[src/rtl/pci_bus_arbiter_if.sv]
// Request/grant and observed bus signals shared by the arbiter and the devices.
// The slave view belongs to the arbiter; the master view belongs to the devices.
interface pci_bus_arbiter_if #(
    parameter int N_MASTERS = 4
);
    localparam int OW = $clog2(N_MASTERS);

    logic [N_MASTERS-1:0] req;
    logic                 iframe;
    logic                 iready;
    logic [N_MASTERS-1:0] gnt;
    logic [OW-1:0]        owner;
    logic                 bus_busy;
    logic                 timeout_pulse;

    modport master (
        output req, iframe, iready,
        input  gnt, owner, bus_busy, timeout_pulse
    );

    modport slave (
        input  req, iframe, iready,
        output gnt, owner, bus_busy, timeout_pulse
    );
endinterface

[src/rtl/pci_bus_arbiter.sv]
// Round-robin PCI-style bus arbiter with a start timeout for idle grantees
// and a tenure limit that preempts a long-running owner when others wait.
module pci_bus_arbiter #(
    parameter int N_MASTERS     = 4,
    parameter int START_TIMEOUT = 16,
    parameter int MAX_TENURE    = 32
) (
    input  logic               clk,
    input  logic               rst,
    pci_bus_arbiter_if.slave   bus
);
    localparam int OW = $clog2(N_MASTERS);
    localparam int SW = $clog2(START_TIMEOUT + 1);
    localparam int TW = $clog2(MAX_TENURE + 1);

    typedef enum logic [1:0] {IDLE, GRANT, BUSY, RELEASE} state_t;

    state_t               state, state_next;
    logic [N_MASTERS-1:0] gnt, gnt_next;
    logic [OW-1:0]        owner, owner_next;
    logic [OW-1:0]        rr_ptr, rr_ptr_next;
    logic [SW-1:0]        start_cnt, start_cnt_next;
    logic [TW-1:0]        tenure_cnt, tenure_cnt_next;
    logic                 timeout_pulse, timeout_pulse_next;

    logic                 bus_idle;
    logic                 owner_req;
    logic                 other_req;
    logic [N_MASTERS-1:0] owner_mask;
    logic [N_MASTERS-1:0] pick_mask;
    logic                 pick_found;
    logic [OW-1:0]        pick_idx;
    logic [OW-1:0]        scan_idx;

    // Increment modulo N_MASTERS, correct for non-power-of-two counts.
    function automatic logic [OW-1:0] wrap_inc(input logic [OW-1:0] v);
        if (v == OW'(N_MASTERS - 1)) begin
            return '0;
        end
        return v + 1'b1;
    endfunction

    assign bus_idle   = bus.iframe & bus.iready;
    assign owner_mask = {{(N_MASTERS-1){1'b0}}, 1'b1} << owner;
    assign owner_req  = ~bus.req[owner];
    assign other_req  = |(~bus.req & ~owner_mask);
    assign pick_mask  = {{(N_MASTERS-1){1'b0}}, 1'b1} << pick_idx;

    always_comb begin
        pick_found = 1'b0;
        pick_idx   = rr_ptr;
        scan_idx   = rr_ptr;
        for (int i = 0; i < N_MASTERS; i++) begin
            if (!pick_found && !bus.req[scan_idx]) begin
                pick_found = 1'b1;
                pick_idx   = scan_idx;
            end
            scan_idx = wrap_inc(scan_idx);
        end
    end

    always_comb begin
        state_next         = state;
        gnt_next           = gnt;
        owner_next         = owner;
        rr_ptr_next        = rr_ptr;
        start_cnt_next     = start_cnt;
        tenure_cnt_next    = tenure_cnt;
        timeout_pulse_next = 1'b0;
        case (state)
            IDLE: begin
                if (pick_found) begin
                    gnt_next       = ~pick_mask;
                    owner_next     = pick_idx;
                    start_cnt_next = '0;
                    state_next     = GRANT;
                end
            end
            GRANT: begin
                if (!bus.iframe) begin
                    tenure_cnt_next = '0;
                    state_next      = BUSY;
                end else if (!owner_req) begin
                    gnt_next    = '1;
                    rr_ptr_next = wrap_inc(owner);
                    state_next  = IDLE;
                end else if (start_cnt == SW'(START_TIMEOUT - 1)) begin
                    gnt_next           = '1;
                    rr_ptr_next        = wrap_inc(owner);
                    timeout_pulse_next = 1'b1;
                    state_next         = IDLE;
                end else begin
                    start_cnt_next = start_cnt + 1'b1;
                end
            end
            BUSY: begin
                if (tenure_cnt != TW'(MAX_TENURE)) begin
                    tenure_cnt_next = tenure_cnt + 1'b1;
                end
                // Withdrawal and preemption share one exit; an idle bus with a
                // still-requesting owner keeps the grant for back-to-back cycles.
                if (!owner_req || (tenure_cnt >= TW'(MAX_TENURE - 1) && other_req)) begin
                    gnt_next    = '1;
                    rr_ptr_next = wrap_inc(owner);
                    state_next  = RELEASE;
                end
            end
            RELEASE: begin
                if (bus_idle) begin
                    state_next = IDLE;
                end
            end
            default: begin
                gnt_next   = '1;
                state_next = IDLE;
            end
        endcase
    end

    always_ff @(posedge clk or posedge rst) begin
        if (rst) begin
            state         <= IDLE;
            gnt           <= '1;
            owner         <= '0;
            rr_ptr        <= '0;
            start_cnt     <= '0;
            tenure_cnt    <= '0;
            timeout_pulse <= 1'b0;
        end else begin
            state         <= state_next;
            gnt           <= gnt_next;
            owner         <= owner_next;
            rr_ptr        <= rr_ptr_next;
            start_cnt     <= start_cnt_next;
            tenure_cnt    <= tenure_cnt_next;
            timeout_pulse <= timeout_pulse_next;
        end
    end

    assign bus.gnt           = gnt;
    assign bus.owner         = owner;
    assign bus.bus_busy      = (state == BUSY) || (state == RELEASE);
    assign bus.timeout_pulse = timeout_pulse;
endmodule
[src/flat_wrapper.sv]
// flat-port wrapper written by rule: the top's interface ports become plain ports
module pci_bus_arbiter_flat 
#(
    parameter int N_MASTERS     = 4,
    parameter int START_TIMEOUT = 16,
    parameter int MAX_TENURE    = 32
)
  (clk, rst, bus_req, bus_iframe, bus_iready, bus_gnt, bus_owner, bus_bus_busy, bus_timeout_pulse);
  pci_bus_arbiter_if #(.N_MASTERS(N_MASTERS)) bus_i ();
  input  logic clk;
  input  logic rst;
  input wire logic [$bits(bus_i.req)-1:0] bus_req;
  input wire logic [$bits(bus_i.iframe)-1:0] bus_iframe;
  input wire logic [$bits(bus_i.iready)-1:0] bus_iready;
  output wire logic [$bits(bus_i.gnt)-1:0] bus_gnt;
  output wire logic [$bits(bus_i.owner)-1:0] bus_owner;
  output wire logic [$bits(bus_i.bus_busy)-1:0] bus_bus_busy;
  output wire logic [$bits(bus_i.timeout_pulse)-1:0] bus_timeout_pulse;
  assign bus_i.req = bus_req;
  assign bus_i.iframe = bus_iframe;
  assign bus_i.iready = bus_iready;
  assign bus_gnt = bus_i.gnt;
  assign bus_owner = bus_i.owner;
  assign bus_bus_busy = bus_i.bus_busy;
  assign bus_timeout_pulse = bus_i.timeout_pulse;
  pci_bus_arbiter #(.N_MASTERS(N_MASTERS), .START_TIMEOUT(START_TIMEOUT), .MAX_TENURE(MAX_TENURE)) u_core (.clk(clk), .rst(rst), .bus(bus_i));
endmodule
[config.mk]
export PLATFORM = sky130hd
export DESIGN_NAME = pci_bus_arbiter_flat
export DESIGN_NICKNAME = d
export VERILOG_FILES = /design/src/rtl/pci_bus_arbiter_if.sv /design/src/rtl/pci_bus_arbiter.sv /design/src/flat_wrapper.sv
export SDC_FILE = /design/constraint.sdc
export NUM_CORES = 1
export LEC_CHECK = 0
export CAP_MARGIN = 10
export CORE_ASPECT_RATIO = 0.5
export CORE_MARGIN = 2
export CORE_UTILIZATION = 25
export CTS_CLUSTER_SIZE = 40
export DETAILED_ROUTE_END_ITERATION = 7
export SYNTH_ARGS = -nofsm -noshare
export SYNTH_HDL_FRONTEND = slang
export SYNTH_SLANG_ARGS = --single-unit
[constraint.sdc]
create_clock -name clk -period 3.1 [get_ports clk]
set_input_delay 0.465 -clock clk [delete_from_list [all_inputs] [get_ports clk]]
set_output_delay 0.465 -clock clk [all_outputs]
set_load 0.03 [all_outputs]
# Word level (Yosys, flattened, before mapping)

Index checks and enable logic that the tools add are counted.

Input port bits: 8
Logic and storage cells: 137
Register bits after elaboration: 22
Output and inout bits: 8

Eq/ne operators: 19
Add/sub/neg operators: 6
Shifts and indexed selects: 2
Bitwise logic cells: 5
Muxes and demuxes: 70
Magnitude comparators: 6
Reductions and logical operators: 22

Operators by type and width:

| kind                  | number |
|---|---|
| $mux W2               | 23 |
| $mux W1               | 26 |
| $mux W4               | 5 |
| $mux W5               | 4 |
| $lt A2 B3 Y1 const B  | 5 |
| $eq A2 B2 Y1 const B  | 6 |
| $mux W6               | 2 |
| $not A4 Y4            | 3 |
| $pmux W4 S3           | 1 |
| $pmux W6 S2           | 1 |
| $bmux W1 S2           | 5 |
| $pmux W5 S2           | 1 |
| $reduce_and A5 Y1     | 2 |
| $add A2 B1 Y2 const B | 4 |
| $ne A2 B1 Y1 const B  | 4 |
| $ne A2 B2 Y1 const B  | 4 |
| $pmux W2 S4           | 1 |
| $reduce_and A4 Y1     | 2 |
| $shl A1 B2 Y4 const A | 2 |
| $add A6 B1 Y6 const B | 1 |
| $ge A6 B5 Y1 const B  | 1 |
| $ne A6 B6 Y1 const B  | 1 |
| $add A5 B1 Y5 const B | 1 |
| $eq A5 B4 Y1 const B  | 1 |
| other kinds (15)      | 24 |

# Depth between registers and ports, before layout

Gate-level depths: netlist of the first run.

Depth in word-level cells: 18
Depth in mapped cells: 9
Depth with buffers taken out: 7

# Least setup slack after synthesis of the first run

Ideal clock, no wire load.

Path kind: flip-flop to flip-flop
From: register u_core.owner[0], in the netlist u_core.bus.owner[0]
To: register u_core.start_cnt[3]
Data required time: 3.031 ns
Setup time: 0.069 ns
Setup slack: 0.692 ns
Arrival time: 2.339 ns
Stages on the path, launching flop included: 7
Buffers on the path: 1
Path through: dfrtp_1 > mux4_2 > o32a_1 > a41o_1 > buf_6 > or4_1 > nand3_1

Longest elaborated chain between the ends: 4

Ends and longest elaborated chain:

| element                            | RTL line               | RTL |
|---|---|---|
| start, declared                    | pci_bus_arbiter.sv:20  | `logic [OW-1:0] owner, owner_next;` |
| start signal, assigned             | pci_bus_arbiter.sv:132 | `owner <= owner_next;` |
| $bmux W1 S2                        | pci_bus_arbiter.sv:45  | `assign owner_req = ~bus.req[owner];` |
| $mux W1 (implied by the code)      | pci_bus_arbiter.sv:45  |  |
| $ne A2 B2 Y1 (no source line)      | -                      |  |
| $reduce_and A5 Y1 (no source line) | -                      |  |
| end signal, assigned               | pci_bus_arbiter.sv:134 | `start_cnt <= start_cnt_next;` |
| end, declared                      | pci_bus_arbiter.sv:22  | `logic [SW-1:0] start_cnt, start_cnt_next;` |

Every way passes these cells. The select of a mux whose other input is x is not followed.
A chain may end at the register's enable or synchronous reset.

# Worst setup path in the final report of the first run

From: input port bus_req[3]
To: register u_core.start_cnt[3]

Longest elaborated chain between the ends: 13
Elaborated cells on any way between the ends: 25

Ends and longest elaborated chain:

| element                              | RTL line              | RTL |
|---|---|---|
| start, declared                      | flat_wrapper.sv:12    | `input wire logic [$bits(bus_i.req)-1:0] bus_req;` |
| $bmux W1 S2                          | pci_bus_arbiter.sv:54 | `if (!pick_found && !bus.req[scan_idx]) begin` |
| $mux W1 (implied by the code)        | pci_bus_arbiter.sv:54 |  |
| $logic_not A1 Y1                     | pci_bus_arbiter.sv:54 |  |
| $logic_and A1 B1 Y1                  | pci_bus_arbiter.sv:54 |  |
| $mux W1                              | pci_bus_arbiter.sv:54 |  |
| $logic_not A1 Y1                     | pci_bus_arbiter.sv:54 |  |
| $logic_and A1 B1 Y1                  | pci_bus_arbiter.sv:54 |  |
| $mux W1                              | pci_bus_arbiter.sv:54 |  |
| $logic_not A1 Y1                     | pci_bus_arbiter.sv:54 |  |
| $logic_and A1 B1 Y1                  | pci_bus_arbiter.sv:54 |  |
| $mux W1                              | pci_bus_arbiter.sv:54 |  |
| $ne A2 B1 Y1 (no source line)        | -                     |  |
| $reduce_and A5 Y1 (no source line) * | -                     |  |

Mark *: on every way between the ends. The rest lies on a longest branch, timed or not. The select of a mux whose other input is x is not followed.

==> impl.org, run 1 <==
** Placed design
- Placement Cell Area :: 0.001972 sq mm
- Cell count after placement :: 287
- After legalization and detailed placement, the total HPWL measured 2.922 mm.
- Port Buffers :: 15
- Routability-driven placement finished with a final weighted congestion of ~0.75.

** Timing
- Share of the clock period used by the worst path after layout :: 86.22%
- After layout, the minimum clock period comes to 2.673 ns.
- Actual slew at the worst max-slew pin :: approximately 0.85 ns
- Between clock sinks in the finished design, the worst skew comes to 0.005315 ns.
- Worst slew margin :: 43.19%
- Setup total negative slack on the finished layout was measured at 0 ns.
- Setup repair after global routing left no endpoint under its margin.
- Final count of pins violating max slew :: 0
- Final setup violating endpoints :: 0
- The total count of hold-check failures in the final report was 0.
- For this run, the top clock speed supported by timing is 0.3741 GHz.

** Clock tree
- The number of hold buffers added after CTS was 0.
- Library cell used as clock root buffer :: sky130_fd_sc_hd__clkbuf_16
- Clock latency reported for the late side of the worst-skew pair :: 0.26 ns
- The number of gates resized after CTS was 0.
- The number of clock buffers added by TritonCTS is 3.
- In this run the deepest clock path goes through 2 buffers.
- Buffers added to address setup during post-CTS repair amount to 0.
- Clock tree from TritonCTS :: yes
- Clock transition at the registers of the reported paths :: 0.06 ns
- CTS built an H-tree with a depth of 1.
- Clock sink count :: 22

** Critical path
- The critical path ends at u_core.start_cnt[3].
- In this run the worst path has a maximum fanout of 11.
- For the worst flop-to-flop path, the logic depth is 6.
- The worst setup path is launched from a primary input.
- Tracing the worst setup path back leads to its startpoint at bus_req[3].
- In this run the critical register-to-register path is captured at u_core.start_cnt[3].
- For the worst setup path, the data required time is 3.30 ns.
- STA puts the critical path data arrival time at 2.87 ns.
- Critical path start-end classification :: in -> reg
- The worst register-to-register path begins at u_core.rr_ptr[0].
- Setup slack on the worst reg-to-reg path comes out at 0.43 ns.
- The worst setup path is captured at a register.

** Cells and area
- In the final layout, the share of cells above drive strength 1 is 10.55%.
- At the end of the flow, the number of nets in the layout was 221.
- Final standard cell utilization of the core :: a little under a third
- The repair_antennas step left the layout with diodes totalling 0.
- Filler instances :: 672
- Area delta synth->final :: 19.86%
- Final instance area :: 0.002077 sq mm
- Number of cells in the finished layout apart from fillers :: around 290

** Flow run
- Max-cap check violation count :: 0

** Yosys
- Async set or reset register ratio after synthesis :: 100.0%
- In this run the cell area of the synthesized design comes to 0.001733 sq mm.
- The most used flip-flop cell after synthesis is sky130_fd_sc_hd__dfrtp_1.
- Yosys mapped the design onto 50 distinct sky130hd cell types.
- The Yosys step of the flow raised 0 warnings.
- Mean area per synthesized cell :: 9.267 sq um
- Post-Syn Instances :: 187
- The synthesized netlist devotes 20.43% of its cell area to compound gates.
- Post-synth EDFFs :: 0
- Simple logic cell fraction of the synthesized area :: 21.37%
- The number of nets handed over by synthesis was about 210.
- Of the total synthesized cell area, the portion taken by XOR and XNOR cells is 0%.
- Multiplexer share of the synthesized area :: 11.34%
- Of the synthesized area, sequential elements account for 32.06%.
- Combinational family with the most area after synthesis :: simple AND/OR/NAND/NOR gates
- Post-synthesis register bit count :: 22
- Share of synthesized cell area in full adder, half adder and majority cells :: 9.386%

** Drt
- Total Routed Length :: 3.912 mm
- Dividing the detail-routed via count by the number of cells gives 5.179.
- Average detailed-routed wire length per instance :: 13.44 microns
- Initial detailed-routing violation count :: 53
- For this block, the via count after detailed routing is 1,507.
- DRC :: 0
- First-pass DRT Iterations :: 4
- Once detail routing completed, the nets flagged for antenna violations numbered 0.

** Floorplanning
- The floorplan has 21 rows.
- DIE AREA :: about 0.0077 sq mm
- Number of I/O pins :: 16
- Height of the chip :: 62.87 microns
- Die W :: roughly 120 microns
- The core region is approximately 0.0067 sq mm.
- Initial core utilization :: 25.86%

** GRT
- Antenna violations before repair :: 0
- Entering global routing, the biggest net connects 23 pins.
- Via count of the first global-routing pass :: between 1,500 and 2,000
- GRT Residual Overflow :: 0
- The first global-routing pass estimated approximately 6.9 mm of wire.
- Combined global-route utilization of all metal layers :: 10.83%

** Outcome
- Run status :: finished, final reports clean

** Worst hold path
- Worst hold path type :: reg -> reg
- Hold_sp :: u_core.start_cnt[4]

** Power
- Largest vdd supply drop :: 0.2712 mV
- Reported leakage power :: 0.8533 nW
- Summing internal, switching and leakage power gives 2.121 mW.
- Power density over cell area :: 1021 mW/mm^2
cell families after synthesis:
group / count (synthesis)
simple gates: 67
mux: 14
buf+inv: 22
fa+ha+maj: 13
compound gates: 49
flops: 22
per-stage QoR:
stage / hold slack (ns) / worst slack (ns)
after floorplan: 0.4472 / 0.6919
after global placement: 0.4671 / 0.2479
after detailed placement: 0.4695 / 0.1936
after CTS: 0.4826 / 0.4324
after global routing: 0.5069 / 0.2185
final: 0.4765 / 0.4270
worst min path at each step:
stage                                endpoint  slack [ns]  cells past startpoint
after floorplan                     async pin        0.45                      1
after global placement    u_core.start_cnt[4]        0.47                      2
after detailed placement  u_core.start_cnt[4]        0.47                      2
after CTS                 u_core.start_cnt[4]        0.48                      2
after global routing      u_core.start_cnt[4]        0.51                      2
final                     u_core.start_cnt[4]        0.48                      2
cells in the mapped netlist (2+ instances only):
cell type | number | share of area, %
sky130_fd_sc_hd__a32oi_1 | 3 | 1.5
sky130_fd_sc_hd__nand2_1 | 15 | 3.2
sky130_fd_sc_hd__a31oi_1 | 9 | 3.2
sky130_fd_sc_hd__o22ai_1 | 2 | 0.72
sky130_fd_sc_hd__or4_1 | 2 | 0.87
sky130_fd_sc_hd__nand3_1 | 8 | 2.3
sky130_fd_sc_hd__ha_1 | 13 | 9.4
sky130_fd_sc_hd__o221ai_1 | 2 | 1.0
sky130_fd_sc_hd__inv_1 | 12 | 2.6
sky130_fd_sc_hd__nor3b_1 | 2 | 0.87
sky130_fd_sc_hd__nor2_1 | 9 | 1.9
sky130_fd_sc_hd__mux2i_1 | 5 | 2.9
sky130_fd_sc_hd__and2_1 | 2 | 0.72
sky130_fd_sc_hd__a41o_1 | 3 | 1.7
sky130_fd_sc_hd__nand4_1 | 3 | 1.1
sky130_fd_sc_hd__clkbuf_1 | 6 | 1.3
sky130_fd_sc_hd__dfrtp_1 | 18 | 26
sky130_fd_sc_hd__o31ai_1 | 2 | 0.87
sky130_fd_sc_hd__mux4_2 | 4 | 5.2
sky130_fd_sc_hd__a21oi_1 | 5 | 1.4
sky130_fd_sc_hd__a32o_1 | 2 | 1.2
sky130_fd_sc_hd__buf_2 | 3 | 0.87
sky130_fd_sc_hd__a22o_1 | 2 | 1.0
sky130_fd_sc_hd__nor3_1 | 2 | 0.58
sky130_fd_sc_hd__nand2b_1 | 5 | 1.8
sky130_fd_sc_hd__or3b_1 | 2 | 1.0
sky130_fd_sc_hd__dfstp_2 | 4 | 6.1
sky130_fd_sc_hd__nor2b_1 | 6 | 2.2
sky130_fd_sc_hd__and3_1 | 3 | 1.1
sky130_fd_sc_hd__mux2_2 | 5 | 3.2
sky130_fd_sc_hd__o21ai_0 | 9 | 2.6
cell usage in the layout (no fill, tap or decap), drive strengths merged, types with 3 or more instances in the layout:
cell type      Yosys  final
nor2               9      9
nand3              8      8
buf                4      3
nor2b              6      6
mux2               5      5
dfrtp             18     18
a32oi              3      3
nand2             15     15
clkdlybuf4s50      0     15
inv               12     12
nand2b             5      5
a21oi              5      5
mux2i              5      5
mux4               4      4
dfstp              4      4
clkbuf             6      3
and3               3      3
or2                3      3
a41o               3      3
a31oi              9      9
o21ai              9      9
ha                13     13
nand4              3      3
where the power goes:
group	switching (mW)	total, mW	internal, mW	leakage (nW)
Sequential	0.111	0.511	0.399	0.279
Combinational	0.713	1.25	0.534	0.523
Clock	0.107	0.364	0.256	0.0511
critical path: stages:
cell	delay [ns]
sky130_fd_sc_hd__clkdlybuf4s50_1	0.59
sky130_fd_sc_hd__mux4_2	0.60
sky130_fd_sc_hd__o32a_1	0.31
sky130_fd_sc_hd__a41o_1	0.31
sky130_fd_sc_hd__or4_1	0.50
sky130_fd_sc_hd__nand3_1	0.09
area by class of cell:
type / count / area (sq um) / area share (%)
multi-input cells: 143 / 1084 / 52.17
inverters: 12 / 45.04 / 2.169
flip-flops and latches: 22 / 555.5 / 26.75
clock buffers: 3 / 75.07 / 3.614
well taps: 92 / 115.1 / 5.542
repair buffers: 18 / 172.7 / 8.313
clock inverters: 1 / 30.03 / 1.446
per-layer routing:
metal | wire length [microns] | global-route usage [%] | up-vias | part of all wire [%]
li1 | - | - | 731 | -
met1 | 1846 | 13.32 | 748 | 47
met2 | 1927 | 19.69 | 24 | 49
met3 | 101 | 1.551 | 4 | 2.6
met4 | 36 | 3.017 | 0 | 0.92
met5 | 0 | 0 | - | 0
sequential cells by signal, indices dropped and copies added (netlist names), named ones only:
register / cells
u_core.start_cnt: 5
u_core.bus.timeout_pulse: 1
u_core.state: 1
u_core.tenure_cnt: 6
u_core.rr_ptr: 2
u_core.bus.owner: 2
u_core.bus.gnt: 4
No activity file was read; power rests on OpenSTA's default activity.
==> run 2: changes to the inputs <==
--- a/config.mk
+++ b/config.mk
@@ -7,10 +7,10 @@
 export LEC_CHECK = 0
 export CAP_MARGIN = 10
 export CORE_ASPECT_RATIO = 0.5
-export CORE_MARGIN = 2
 export CORE_UTILIZATION = 25
 export CTS_CLUSTER_SIZE = 40
 export DETAILED_ROUTE_END_ITERATION = 7
+export PLACE_DENSITY_LB_ADDON = 0.25
 export SYNTH_ARGS = -nofsm -noshare
 export SYNTH_HDL_FRONTEND = slang
 export SYNTH_SLANG_ARGS = --single-unit
==> constraint.sdc (replaced) <==
create_clock -name clk -period 2.5 [get_ports clk]
set_input_delay 0.375 -clock clk [delete_from_list [all_inputs] [get_ports clk]]
set_output_delay 0.375 -clock clk [all_outputs]
set_load 0.03 [all_outputs]
==> impl.org, run 2 (same netlist as run 1, synthesis figures left out) <==
** Outcome
- Run status: finished, final reports clean (unchanged).

** Floorplanning
- DIE AREA :: 0.007289 sq mm (was 0.007654 sq mm)
- The height of the chip is 60.87 microns (was 62.87 microns).
- The core region area came to 0.006700 sq mm (unchanged).
- The number of rows created at floorplan was 21 (unchanged).
- Die W :: 119.7 microns (was 121.7 microns)
- Initial core utilization :: 25.86% (unchanged)
- The I/O pin total was 16 (unchanged).

** Clock tree
- Clock tree from TritonCTS :: yes (unchanged)
- The clock latency of the later-clocked register in the worst-skew pair is 0.26 ns (about the same).
- Clock tree buffer depth :: 2 (unchanged)
- The number of clock sinks seen by CTS was 22 (unchanged).
- CTS HTree Levels :: 1 (unchanged)
- Library cell used as clock root buffer :: sky130_fd_sc_hd__clkbuf_16 (unchanged)
- The count of hold-fix buffers inserted at cts is 0 (unchanged).
- The number of clock buffers inserted by TritonCTS came to 3 (unchanged).
- The number of setup buffers added after CTS came to 0 (unchanged).
- The count of instances resized after the clock tree is built is 0 (unchanged).
- The clock input transition at the sequential cells of the worst setup and hold paths came to 0.06 ns (about the same).

** Drt
- Routed Antenna Nets :: 0 (unchanged)
- Initial detailed-routing violation count :: 59 (was 53)
- Average detailed-routed wire length per instance :: 13.30 microns (was 13.44 microns)
- Total Routed Length :: 4.135 mm (was 3.912 mm)
- The length of the first detailed-routing pass in iterations came to 4 (unchanged).
- Vias per cell :: 4.981 (was 5.179)
- Number of vias in the routed layout :: 1,549 (was 1,507)
- The number of design rule violations left after detail routing is 0 (unchanged).

** Critical path
- The logic depth of the worst register-to-register path came to 8 (was 6).
- The maximum fanout count along the critical path is 6 (was 11).
- The endpoint of the most critical register-to-register path is u_core.bus.gnt[0] (was u_core.start_cnt[3]).
- Crit path capture type :: register (unchanged)
- Required time of the critical path :: 2.68 ns (was 3.30 ns)
- Worst Setup Start Kind :: register (was primary input)
- The critical register-to-register path startpoint is u_core.rr_ptr[0] (unchanged).
- The kind of critical path was reg -> reg (was in -> reg).
- The minimum setup slack among reg-to-reg paths came to 0.21 ns (was 0.43 ns).
- The arrival time reported for the critical path endpoint is 2.47 ns (was 2.87 ns).

** Timing
- Final count of pins violating max slew :: 0 (unchanged)
- Final setup violating endpoints :: 0 (unchanged)
- Actual slew at the worst max-slew pin :: 0.4338 ns (was 0.8513 ns)
- The final setup TNS is 0 ns (unchanged).
- Of the available clock period, the critical path in the final layout requires between 90% and 100%.
- The total count of hold-check failures in the final report came to 0 (unchanged).
- Based on the critical path, the design can be clocked at up to ~0.44 GHz.
- RSZ-0062 raised after global routing: no (unchanged).
- Final period demand of the worst path :: 2.289 ns
- The worst-case clock skew was 0.003289 ns (was 0.005315 ns).
- The worst-case headroom to the max-slew limit was 70.25% (was 43.19%).

** Cells and area
- Number of cells in the finished layout apart from fillers :: 311 (was 291)
- The share of cells above drive strength 1 was 18.72% (was 10.55%).
- Registers with the most flip-flops :: u_core.tenure_cnt: 6 flops, u_core.start_cnt: 5 flops, u_core.bus.gnt: 4 flops (unchanged)
- The total number of nets in the final design is 241 (was 221).
- The area overhead of the layout relative to synthesis was 28.52% (was 19.86%).
- Most common cell after layout, fill and taps aside :: sky130_fd_sc_hd__buf_4 (was sky130_fd_sc_hd__dfrtp_1)
- Footprint of the multi-input gates :: 0.001084 sq mm (unchanged)
- The number of filler instances in the final layout came to 698 (was 672).
- The flip-flop count of the largest register after layout was 6 (unchanged).
- The register with the highest flop count was u_core.tenure_cnt (unchanged).
- Count of antenna diodes in the layout :: 0 (unchanged)
- Leading cell types in the layout, fill and taps excluded: sky130_fd_sc_hd__buf_4, sky130_fd_sc_hd__dfrtp_1, sky130_fd_sc_hd__nand2_1, sky130_fd_sc_hd__clkdlybuf4s50_1, sky130_fd_sc_hd__ha_1 (was sky130_fd_sc_hd__dfrtp_1, sky130_fd_sc_hd__nand2_1, sky130_fd_sc_hd__clkdlybuf4s50_1).
- Seq. cell area :: 555.5 sq um (unchanged)

** Flow run
- The max-cap violation count came to 0 (unchanged).

** GRT
- Combined global-route utilization of all metal layers :: 12.04% (was 10.83%)
- The number of antenna violations at the first check in global routing is 0 (unchanged).
- Via count of the first global-routing pass :: 1,536 (was 1,518)
- Pin count of the biggest net entering global routing :: 23 (unchanged)
- Wire length of the first global-routing pass :: 7.044 mm (was 6.879 mm)
- Most used routing layer :: met2 (unchanged)
- The global-route track usage on met3 came to 1.880% (was 1.551%).
- The total congestion overflow after global routing was 0 (unchanged).
- Met2 track demand over resource :: 21.39% (was 19.69%)
- Met1 capacity usage during global routing :: 15.71% (was 13.32%)

** Placed design
- Post-detail-place hpwl :: 3.170 mm (was 2.922 mm)
- Port Buffers :: 15 (unchanged)
- RePlAce Congestion :: 0.8224 (was 0.7543)
- The cell count after placement is 307 (was 287).

** Worst hold path
- The class of the worst hold path was in -> async (was reg -> reg).

** Power
- Largest vdd supply drop :: 0.2983 mV (was 0.2712 mV)
- Reported leakage power :: 0.9489 nW (was 0.8533 nW)
- Power density over cell area :: 1285 mW/mm^2 (was 1021 mW/mm^2)
run 2: changes by cell type in the layout (fill, tap and decap cells not counted), sizes merged:
cell and change:
buf +20
run 2: power by group:
part / leakage [nW] / switching (mW) / internal [mW] / total (mW)
logic: 0.618 / 0.962 / 0.847 / 1.81
clock network: 0.0511 / 0.131 / 0.318 / 0.449
registers: 0.279 / 0.108 / 0.495 / 0.604
run 2: final cells by class:
cell class                 count  share of cell area [%]
timing repair buffer          38                   14.49
inverter                      12                   2.022
sequential                    22                   24.94
clock buffer                   3                   3.371
clock inverter                 1                   1.348
tap                           92                   5.169
multi-input combinational    143                   48.65
run 2: worst max path at each step:
stage	startpoint	end	slack (ns)	cells after the start
2_1_floorplan	u_core.bus.owner[0]	u_core.start_cnt[3]	0.09	6
3_3_place_gp	bus_req[3]	u_core.start_cnt[3]	0.006	6
3_5_place_dp	bus_req[3]	u_core.start_cnt[3]	-0.02	6
4_1_cts	u_core.rr_ptr[0]	u_core.bus.gnt[0]	0.18	8
5_1_grt	u_core.rr_ptr[0]	u_core.bus.gnt[0]	0.04	8
6_report	u_core.rr_ptr[0]	u_core.bus.gnt[0]	0.21	8
run 2: metal layers:
layer	up-vias	wire [microns]	share of wire (%)
li1	770	-	-
met1	759	2131	52
met2	18	1896	46
met3	2	94	2.3
met4	0	13	0.31
met5	-	0	0
run 2: worst max-delay path, cell delays in order (launching register included):
cell and delay (ns):
sky130_fd_sc_hd__dfrtp_1 0.39, sky130_fd_sc_hd__ha_1 0.26, sky130_fd_sc_hd__or2_1 0.31, sky130_fd_sc_hd__buf_4 0.19, sky130_fd_sc_hd__or3_1 0.34, sky130_fd_sc_hd__a32oi_1 0.26
sky130_fd_sc_hd__a32oi_1 0.13, sky130_fd_sc_hd__buf_4 0.16, sky130_fd_sc_hd__a31oi_1 0.17
run 2: per-stage QoR:
step | util (%) | worst slack (ns) | instance area (sq um) | hold WS (ns) | total power [mW]
after floorplan | - | 0.09187 | 1733 | 0.3613 | 1.829
after CTS | 33.24 | 0.1809 | 2227 | 0.4843 | 2.892
after detailed placement | 31.67 | -0.01541 | 2122 | 0.4692 | 2.423
after global placement | 31.67 | 0.005677 | 2122 | 0.4604 | 2.399
after global routing | 33.24 | 0.04283 | 2227 | 0.5047 | 3.118
final | 33.24 | 0.2108 | 2227 | 0.4702 | 2.862
==> run 3: changes to the inputs <==
--- a/config.mk
+++ b/config.mk
@@ -7,7 +7,7 @@
 export LEC_CHECK = 0
 export CAP_MARGIN = 10
 export CORE_ASPECT_RATIO = 0.5
-export CORE_UTILIZATION = 25
+export CORE_UTILIZATION = 50
 export CTS_CLUSTER_SIZE = 40
 export DETAILED_ROUTE_END_ITERATION = 7
 export PLACE_DENSITY_LB_ADDON = 0.25
==> impl.org, run 3 (same netlist as run 1, synthesis figures left out) <==
** Outcome
- Run status :: finished, final reports clean (unchanged)

** Timing
- The final setup violation count came to 0 (unchanged).
- The highest clock frequency the design can meet came to 0.4280 GHz (was 0.4368 GHz).
- Hold Worst Slack :: 0.4406 ns (was 0.4702 ns)
- Final period demand of the worst path :: 2.336 ns (was 2.289 ns)
- The final worst setup slack is 0.1635 ns (was 0.2108 ns).
- Actual slew at the worst max-slew pin :: 0.4876 ns (was 0.4338 ns)
- The worst-case clock skew came to 0.003562 ns (was 0.003289 ns).
- RSZ-0062 raised after global routing :: no (unchanged)
- The worst-case headroom to the max-slew limit was 67.50% (was 70.25%).
- Count of final hold-check violations :: 0 (unchanged)
- The post-route clock period utilization was 93.46% (was 91.57%).
- The number of max-slew violations in the final report was 0 (unchanged).

** GRT
- The total congestion overflow after global routing came to 0 (unchanged).
- The number of antenna violations at the first check in global routing was 0 (unchanged).
- Wire length of the first global-routing pass :: 6.610 mm (was 7.044 mm)
- The global router's overall resource usage came to 22.84% (was 12.04%).
- Via count of the first global-routing pass :: 1,480 (was 1,536)
- The maximum number of pins on one net before global-route repair is 23 (unchanged).

** Critical path
- Required time of the critical path :: 2.12 ns (was 2.68 ns)
- The arrival time reported for the critical path endpoint came to 1.96 ns (was 2.47 ns).
- The kind of critical path was reg -> out (was reg -> reg).
- Crit path capture type :: output pin (was register)
- Worst-path maximum fanout :: 12 (was 6)
- The startpoint type of the worst setup path is a register (unchanged).

** Clock tree
- The number of clock buffers inserted by TritonCTS is 3 (unchanged).
- Clock tree from TritonCTS :: yes (unchanged)
- The number of setup buffers added after CTS came to 0 (unchanged).
- The count of instances resized after the clock tree is built is 0 (unchanged).
- The CTS H-tree depth is 1 (unchanged).
- Clock transition at the registers of the reported paths :: 0.09 ns (was 0.06 ns)
- Clock tree buffer depth :: 2 (unchanged)
- The clock latency of the later-clocked register in the worst-skew pair was 0.27 ns (was 0.26 ns).
- The number of clock sinks seen by CTS is 22 (unchanged).
- Hold-fix buffers at CTS :: 0 (unchanged)
- The clock root buffer is sky130_fd_sc_hd__clkbuf_8 (was sky130_fd_sc_hd__clkbuf_16).

** Drt
- The number of nets with antenna violations after detailed routing came to 0 (unchanged).
- Average detailed-routed wire length per instance :: 15.23 microns (was 13.30 microns)
- The violation count after the first detailed-route iteration was 70 (was 59).
- The total number of vias was 1,584 (was 1,549).
- The number of design rule violations left after detail routing came to 0 (unchanged).
- The final routed wirelength across all metal layers came to 3.915 mm (was 4.135 mm).
- Vias per cell :: 6.163 (was 4.981)
- The length of the first detailed-routing pass in iterations came to 4 (unchanged).

** Cells and area
- Seq. cell area :: 555.5 sq um (unchanged)
- Final standard cell utilization of the core :: 66.59% (was 33.24%)
- The area overhead of the layout relative to synthesis is 21.16% (was 28.52%).
- The final non-filler cell total is 257 (was 311).
- Filler instances :: 246 (was 698)
- Registers with the most flip-flops: u_core.tenure_cnt: 6 flops, u_core.start_cnt: 5 flops, u_core.bus.gnt: 4 flops (unchanged).
- The antenna diode count came to 0 (unchanged).
- Leading cell types in the layout, fill and taps excluded :: sky130_fd_sc_hd__buf_4, sky130_fd_sc_hd__dfrtp_1, sky130_fd_sc_hd__nand2_1, sky130_fd_sc_hd__clkdlybuf4s50_1 (was sky130_fd_sc_hd__buf_4, sky130_fd_sc_hd__dfrtp_1, sky130_fd_sc_hd__nand2_1, sky130_fd_sc_hd__clkdlybuf4s50_1, sky130_fd_sc_hd__ha_1)
- Register bank with the most flops :: u_core.tenure_cnt (unchanged)
- Fraction of layout instances using a drive strength above 1 :: 18.43% (was 18.72%)
- The total number of nets in the final design is 239 (was 241).
- The most common library cell in the layout ignoring fill and taps was sky130_fd_sc_hd__buf_4 (unchanged).
- Number of flip-flops in the largest register :: 6 (unchanged)
- Footprint of the multi-input gates :: 0.001086 sq mm (was 0.001084 sq mm)

** Power
- Reported leakage power :: 0.9136 nW (was 0.9489 nW)
- Power density over cell area :: 1260 mW/mm^2 (was 1285 mW/mm^2)
- The sum of internal, switching and leakage power came to 2.645 mW (was 2.862 mW).
- Largest vdd supply drop :: 0.7513 mV (was 0.2983 mV)

** Floorplanning
- The die width was 85.26 microns (was 119.7 microns).
- The height of the chip came to 43.63 microns (was 60.87 microns).
- Number of I/O pins :: 16 (unchanged)
- The initial cell density of the core is 54.96% (was 25.86%).
- Placeable core region :: 0.003153 sq mm (was 0.006700 sq mm)
- Num rows :: 14 (was 21)
- The die area was 0.003720 sq mm (was 0.007289 sq mm).

** Placed design
- The half-perimeter wire length after detailed placement came to 2.946 mm (was 3.170 mm).
- The post-placement setup slack came to -0.03759 ns (was -0.01541 ns).
- The number of port buffers was 15 (unchanged).
- Cell count after placement :: 253 (was 307)
- RePlAce Congestion :: 0.9139 (was 0.8224)

** Flow run
- Max-cap check violation count :: 0 (unchanged)

** Worst hold path
- Worst hold path type :: in -> async (unchanged)
==> run 3: cell types whose count changed in the layout (fill, tap and decap cells not counted), sizes merged <==
cell    previous run  this run
clkbuf             3         4
buf               23        21
bufinv             1         0
==> run 3: area by class of cell <==
class / count / share of cell area [%]
clock buffer: 4 / 2.622
multi-input combinational: 143 / 51.73
tap: 40 / 2.384
sequential: 22 / 26.46
inverter: 12 / 2.145
timing repair buffer: 36 / 14.66
==> run 3: where the power goes <==
part | total [mW] | internal, mW | leakage, nW | switching [mW]
logic | 1.78 | 0.827 | 0.605 | 0.952
clock network | 0.265 | 0.141 | 0.0288 | 0.124
registers | 0.601 | 0.495 | 0.279 | 0.106
total | 2.64 | 1.46 | 0.914 | 1.18
==> run 3: stage by stage <==
| step | TNS (ns) | cell area, sq um |
|---|---|---|
| final | 0 | 2100 |
| after global routing | 0 | 2100 |
| after CTS | 0 | 2097 |
| after detailed placement | -0.09410 | 2042 |
| after global placement | -0.01945 | 2042 |
| after floorplan | 0 | 1733 |
==> run 3: final timing paths <==
| check | from | to | slack, ns | cells past startpoint |
|---|---|---|---|---|
| worst max-delay path | u_core.state[0] | bus_bus_busy | 0.16 | 4 |
| max in group asynchronous | rst | u_core.bus.gnt[2] | 1.77 | 3 |
| min in group clk | u_core.start_cnt[4] | u_core.start_cnt[4] | 0.50 | 2 |
| worst max register to register | u_core.rr_ptr[0] | u_core.bus.gnt[1] | 0.22 | 7 |
| worst min register to register | u_core.start_cnt[4] | u_core.start_cnt[4] | 0.50 | 2 |
| worst min-delay path | rst | u_core.tenure_cnt[3] | 0.44 | 3 |
==> run 3: routing by layer <==
layer	global-route usage, %	up-vias	wire (microns)
li1	-	768	-
met1	32.09	797	2011
met2	38.55	17	1799
met3	3.619	2	92
met4	4.333	0	12
met5	0	-	0
==> run 3: critical path: stages (launching register included) <==
cell and delay, ns:
sky130_fd_sc_hd__dfrtp_1 0.42, sky130_fd_sc_hd__inv_1 0.13, sky130_fd_sc_hd__ha_2 0.33, sky130_fd_sc_hd__or2_2 0.15, sky130_fd_sc_hd__clkdlybuf4s50_1 0.66
